## src/rtl/param_counter.sv

```systemverilog
// Generic up/down event counter: programmable terminal value, prescaled steps,
// wrap or saturate at the range ends, with a one-cycle event pulse and a sticky flag.
module param_counter #(
    parameter int unsigned      WIDTH     = 4,
    parameter logic [WIDTH-1:0] MAX_VALUE = {WIDTH{1'b1}},
    parameter int unsigned      PRESCALE  = 1,
    parameter bit               SATURATE  = 1'b0
) (
    input  logic             clock,
    input  logic             reset,
    input  logic             enable,
    input  logic             up_down,
    input  logic             clear,
    input  logic             load,
    input  logic [WIDTH-1:0] load_value,
    output logic [WIDTH-1:0] counter_out,
    output logic             terminal_count,
    output logic             wrap_pulse,
    output logic             overflow_sticky
);

    logic [WIDTH-1:0] count_q, count_d;
    logic             pulse_q, pulse_d;
    logic             sticky_q, sticky_d;
    logic             step;
    logic             at_max;
    logic             at_zero;

    // ">=" keeps the counter in range even if something upstream misbehaves.
    assign at_max  = (count_q >= MAX_VALUE);
    assign at_zero = (count_q == '0);

    if (PRESCALE > 1) begin : g_prescale
        localparam int unsigned     PS_W    = $clog2(PRESCALE);
        localparam logic [PS_W-1:0] PS_LAST = PS_W'(PRESCALE - 1);

        logic [PS_W-1:0] ps_q, ps_d;

        always_comb begin
            ps_d = ps_q;
            if (clear || load) begin
                ps_d = '0;
            end else if (enable) begin
                ps_d = (ps_q == PS_LAST) ? '0 : ps_q + PS_W'(1);
            end
        end

        always_ff @(posedge clock or posedge reset) begin
            if (reset) begin
                ps_q <= '0;
            end else begin
                ps_q <= ps_d;
            end
        end

        assign step = enable && (ps_q == PS_LAST);
    end else begin : g_no_prescale
        assign step = enable;
    end

    always_comb begin
        count_d  = count_q;
        pulse_d  = 1'b0;
        sticky_d = sticky_q;
        if (clear) begin
            count_d  = '0;
            sticky_d = 1'b0;
        end else if (load) begin
            count_d = (load_value > MAX_VALUE) ? MAX_VALUE : load_value;
        end else if (step) begin
            if (up_down) begin
                if (at_max) begin
                    pulse_d  = 1'b1;
                    sticky_d = 1'b1;
                    count_d  = SATURATE ? MAX_VALUE : '0;
                end else begin
                    count_d = count_q + WIDTH'(1);
                end
            end else begin
                if (at_zero) begin
                    pulse_d  = 1'b1;
                    sticky_d = 1'b1;
                    count_d  = SATURATE ? '0 : MAX_VALUE;
                end else begin
                    count_d = count_q - WIDTH'(1);
                end
            end
        end
    end

    always_ff @(posedge clock or posedge reset) begin
        if (reset) begin
            count_q  <= '0;
            pulse_q  <= 1'b0;
            sticky_q <= 1'b0;
        end else begin
            count_q  <= count_d;
            pulse_q  <= pulse_d;
            sticky_q <= sticky_d;
        end
    end

    assign counter_out     = count_q;
    assign wrap_pulse      = pulse_q;
    assign overflow_sticky = sticky_q;
    assign terminal_count  = up_down ? (count_q == MAX_VALUE) : at_zero;

endmodule

```

## config.mk

```make
export PLATFORM = sky130hd
export DESIGN_NAME = param_counter
export DESIGN_NICKNAME = d
export VERILOG_FILES = /design/src/rtl/param_counter.sv
export SDC_FILE = /design/constraint.sdc
export NUM_CORES = 1
export LEC_CHECK = 0
export CAP_MARGIN = 5
export CORE_AREA = 2 2 39 41
export CTS_BUF_LIST = sky130_fd_sc_hd__clkbuf_4 sky130_fd_sc_hd__clkbuf_8 sky130_fd_sc_hd__clkbuf_16
export CTS_CLUSTER_DIAMETER = 200
export CTS_CLUSTER_SIZE = 16
export DETAILED_ROUTE_END_ITERATION = 8
export DIE_AREA = 0 0 41 43
export PLACE_DENSITY = 0.66
export SLEW_MARGIN = 25
export SYNTH_ARGS = -nofsm -noshare
export SYNTH_HDL_FRONTEND = slang
export SYNTH_SLANG_ARGS = --single-unit
```

## constraint.sdc

```tcl
create_clock -name clock -period 1.59 [get_ports clock]
set_input_delay 0.3975 -clock clock [delete_from_list [all_inputs] [get_ports clock]]
set_output_delay 0.3975 -clock clock [all_outputs]
set_load 0.03 [all_outputs]
```

**Word level (Yosys, flattened, before mapping)**

Index checks and enable logic that the tools add are counted.

- Register bits after elaboration: 6
- Output and inout bits: 7

- Equality and inequality tests: 3
- Reductions and logical operators: 5
- Multiplexer cells: 20
- $lt $le $gt $ge: 2
- Add/subtract/negate cells: 2

Operators by type and width:

| cell | count |
|---|---|
| 2-to-1 mux 4 bit | 7 |
| 2-to-1 mux 1 bit | 13 |
| nonzero test 3 bit | 2 |
| adder 4 x 1 -> 4 bit, second input constant | 1 |
| equality test 4 bit, second input constant | 1 |
| >= comparator 4 bit, second input constant | 1 |
| > comparator 4 bit, second input constant | 1 |
| zero test 4 bit | 1 |
| AND reduction 4 bit | 1 |
| subtractor 4 x 1 -> 4 bit, second input constant | 1 |
| inequality test 3 x 1 -> 1 bit, second input constant | 1 |
| inequality test 2 bit, second input constant | 1 |
| nonzero test 2 bit | 1 |

**Logic depth before layout (Yosys ltp)**

- Depth after elaboration: 6
- Gate-level depth with buffers: 6
- Mapped depth without buffers: 6

**Worst setup path before layout**

Ideal clock, no wire load.

- Path type: register to output
- From: reg count_q[0] (netlist: counter_out[0])
- To: out terminal_count
- Cell stages (with the launch flop): 5
- Arrival time: 1.441 ns
- Slack: -0.248 ns
- Path buffers: 0
- Data required time: 1.192 ns
- Cell sequence: dfrtp_1 > inv_1 > ha_1 > or4b_4 > o21ai_2

- Cells in the longest elaborated chain, start to end: 2

RTL lines:

| element | line | source |
|---|---|---|
| start, declared | 22 | `logic [WIDTH-1:0] count_q, count_d;` |
| start signal, assigned | 97 | `count_q <= count_d;` |
| equality test 4 bit or zero test 4 bit (tied branches) | 106, 31 |  |
| 2-to-1 mux 1 bit (*) | 106 | `assign terminal_count = up_down ? (count_q == MAX_VALUE) : at_zero;` |
| end, declared | 17 | `output logic terminal_count,` |

Mark *: on every way between the ends. The rest lies on a longest branch, timed or not.

**Worst setup path after layout**

Ends and elaborated chain as after synthesis.

==> impl_metrics.csv <==
group,metric,value,unit
global_routing,grt_pass1_wl,1880,microns
final_layout,synthToLayoutAreaGrowth,72.4,%
synth,syn-num-nets,65,
global_routing,antenna_found_initial,0,
cts,cts.sinks,6,
timing,max_freq,509,MHz
global_routing,met1_usage,22.7,%
global_routing,grt_use_total,15.1,%
floorplan,die_height,43,microns
timing,setup_violations,4,
timing,layout_worst_path_cycle_share,124,%
setup_path,crit_buf_inv,2,
timing,min_period,1.97,ns
timing,slew_headroom,76.5,%
cts,path_clk_slew,0.05,ns
setup_path,startpoint_type,"register",
timing,final.setup_skew,0.0104,ns
detailed_routing,viasPerCell,4.98,
setup_path,slowest_stage,"or4b_4",
final_layout,drive_above_1_share,44.4,%
cts,cts_buffer_depth,2,
cts,cts_made_buffers,3,
synth,ys_ff_latch,6,
setup_path,crit_chain,"inv_2 -> ha_4 -> or4b_4 -> o21ai_4 -> buf_6",
floorplan,die-width,41,microns
power,p_leak,0.362,nW
setup_path,crit_start,"counter_out[0]$_DFFE_PP0P_",
setup_path,critical-path-top-delay-family,"simple AND/OR/NAND/NOR gates",
detailed_routing,ant_nets,0,
synth,yosysSeqAreaShare,33.4,%
setup_path,cp.arrival,1.57,ns
setup_path,crit_required,1.19,ns
synth,synthDistinctLibCells,28,
setup_path,worst_setup_path_end_kind,"output port",
floorplan,dieArea,1760,sq um
detailed_routing,num_vias,483,
floorplan,rows,14,
synth,syn_inst,53,
power,vdd_drop_max,0.355,mV
final_layout,stdcell_count,97,
detailed_routing,drc,0,
flow_run,drv_cap,0,
global_routing,grtUsageMet2,21.3,%
global_routing,gr-total-overflow,0,
global_routing,first_global_vias,427,
detailed_routing,drtIter0Drc,8,
final_layout,final_common_cell,"buf_4",
placed_design,dp_slack,-0.402,ns
cts,root_buffer,"clkbuf_4",
power,power.density,713,nW/um^2
setup_path,endpoint,"terminal_count",
timing,worst_pin_slew,0.351,ns
synth,syn_area_per_cell,8.48,sq um
floorplan,core_area,1380,sq um
detailed_routing,wirelength,1240,microns
timing,fin_ws,-0.375,ns
final_layout,nNetsFinal,94,
outcome,violations,"negative setup slack",
setup_path,max_stage_delay,0.48,ns
placed_design,io_buffers,16,
detailed_routing,detail_route.wl_per_cell,12.8,microns
placed_design,place_hpwl,826,microns
setup_path,worst-r2r-setup-slack,-0.16,ns
synth,yosys_warnings,0,
outcome,status,"finished, violations left",
setup_path,worstSetupPathType,"register to output port",
setup_path,r2r_cells,7,
global_routing,grt-busiest-layer,"met1",
global_routing,grt_max_degree,11,
setup_path,path_depth,5,
synth,syn_area,449,sq um
hold_path,hold_path_class,"input port to async pin",
placed_design,numPlacedInstances,90,
final_layout,layout_common_cells,"buf_4, clkdlybuf4s50_1, a21oi_1, nor2_1",
placed_design,place_congestion,0.794,
timing,hold_viol,0,
global_routing,gr-usage-met3,6.28,%
detailed_routing,drt-pass1-iter-count,4,
cts,clk_latency,0.24,ns
cts,h-tree-depth,1,
floorplan,ioPinCount,17,
timing,rsz0062_at_grt,"true",
setup_path,regToRegEndpoint,"counter_out[0]$_DFFE_PP0P_",
cts,cts_tree,"yes",
floorplan,start_util,32.5,%
timing,slew_violations,0,
final_layout,n_antenna_cell,0,
setup_path,critPathMaxFanout,2,
setup_path,r2r-start,"counter_out[0]$_DFFE_PP0P_",
-- worst register-to-register path, stage by stage, from the launching register on --
cell and delay, ns:
dfrtp_2 0.41, inv_2 0.08, ha_4 0.12, or4b_4 0.48, buf_4 0.15, a311oi_2 0.25
a21oi_1 0.07, nor2_1 0.12
-- state kept, by name (all words and copies together) (netlist names) --
signal and cells:
counter_out 4, overflow_sticky 1, wrap_pulse 1
-- per-layer routing --
metal	part of all wire (%)	wire length (microns)
met5	0	0
met2	49	604
met3	5.4	67
met1	46	567
met4	0	0
-- cells in the mapped netlist --
cell type / instances / area, sq um
a2111oi_0: 1 / 8.76
a211o_1: 1 / 8.76
a211oi_1: 1 / 7.51
a21o_2: 1 / 8.76
a21oi_1: 7 / 35.0
a311oi_1: 1 / 8.76
a41o_1: 1 / 10.0
and3_1: 1 / 6.26
buf_2: 2 / 10.0
buf_6: 1 / 11.3
dfrtp_1: 6 / 150
ha_1: 2 / 25.0
inv_1: 6 / 22.5
mux2i_1: 1 / 10.0
nand2_1: 3 / 11.3
nand2b_1: 1 / 6.26
nand3b_1: 1 / 7.51
nor2_1: 5 / 18.8
nor2b_1: 1 / 6.26
nor3_1: 1 / 5.00
nor3b_1: 1 / 7.51
nor4_1: 1 / 6.26
o21a_1: 1 / 7.51
o21ai_0: 2 / 10.0
o21ai_2: 1 / 8.76
or4b_4: 1 / 13.8
xnor2_1: 1 / 8.76
xor2_1: 1 / 8.76
-- final cells by class --
type | instances | area (sq um)
fillers | 132 | 609
multi-input cells | 38 | 322
repair buffers | 27 | 226
flip-flops and latches | 6 | 154
clock buffers | 4 | 30.0
inverters | 6 | 22.5
well taps | 16 | 20.0
-- what timing repair did --
item                       CTS  global route
setup endpoints to repair    8             7
pin swaps                    4             3
hold buffers                 0             0
buffers inserted             2             3
resized for setup           20             4
-- power by group --
group	internal [mW]	switching, mW
clock	0.112	0.0545
combinational	0.107	0.109
sequential	0.164	0.00696
total	0.382	0.170
-- kinds of logic (layout without fill, tap and decap cells) --
| logic type | Yosys count | count (layout) | share of synthesized area [%] |
|---|---|---|---|
| compound gates | 17 | 17 | 25.4 |
| xor+xnor | 2 | 2 | 3.90 |
| fa+ha+maj | 2 | 2 | 5.57 |
| buf+inv | 9 | 37 | 9.75 |
| flops | 6 | 6 | 33.4 |
| mux | 1 | 1 | 2.23 |
| simple gates | 16 | 16 | 19.8 |
-- stage by stage --
step / util (%) / instance area (sq um) / total power [mW] / setup TNS (ns) / hold WS (ns)
after floorplan: - / 473 / 0.287 / -0.252 / 0.188
after global placement: 49.6 / 687 / 0.363 / -1.50 / 0.508
after detailed placement: 49.6 / 687 / 0.364 / -1.62 / 0.516
after CTS: 54.7 / 757 / 0.550 / -0.467 / 0.356
after global routing: 56.0 / 774 / 0.593 / -1.11 / 0.383
final: 56.0 / 774 / 0.552 / -0.772 / 0.363
-- how the worst min path moves through the flow --
stage               cells after the start  slack, ns                          end                         from
floorplan                               1       0.19   counter_out[3]$_DFFE_PP0P_                        reset
global placement                        2       0.51  overflow_sticky$_DFFE_PP0P_  overflow_sticky$_DFFE_PP0P_
detailed placement                      2       0.52  overflow_sticky$_DFFE_PP0P_  overflow_sticky$_DFFE_PP0P_
CTS                                     2       0.36         wrap_pulse$_DFF_PP0_                        reset
global route                            2       0.38         wrap_pulse$_DFF_PP0_                        reset
finish                                  2       0.36         wrap_pulse$_DFF_PP0_                        reset
(Power assumes the default switching activity.)
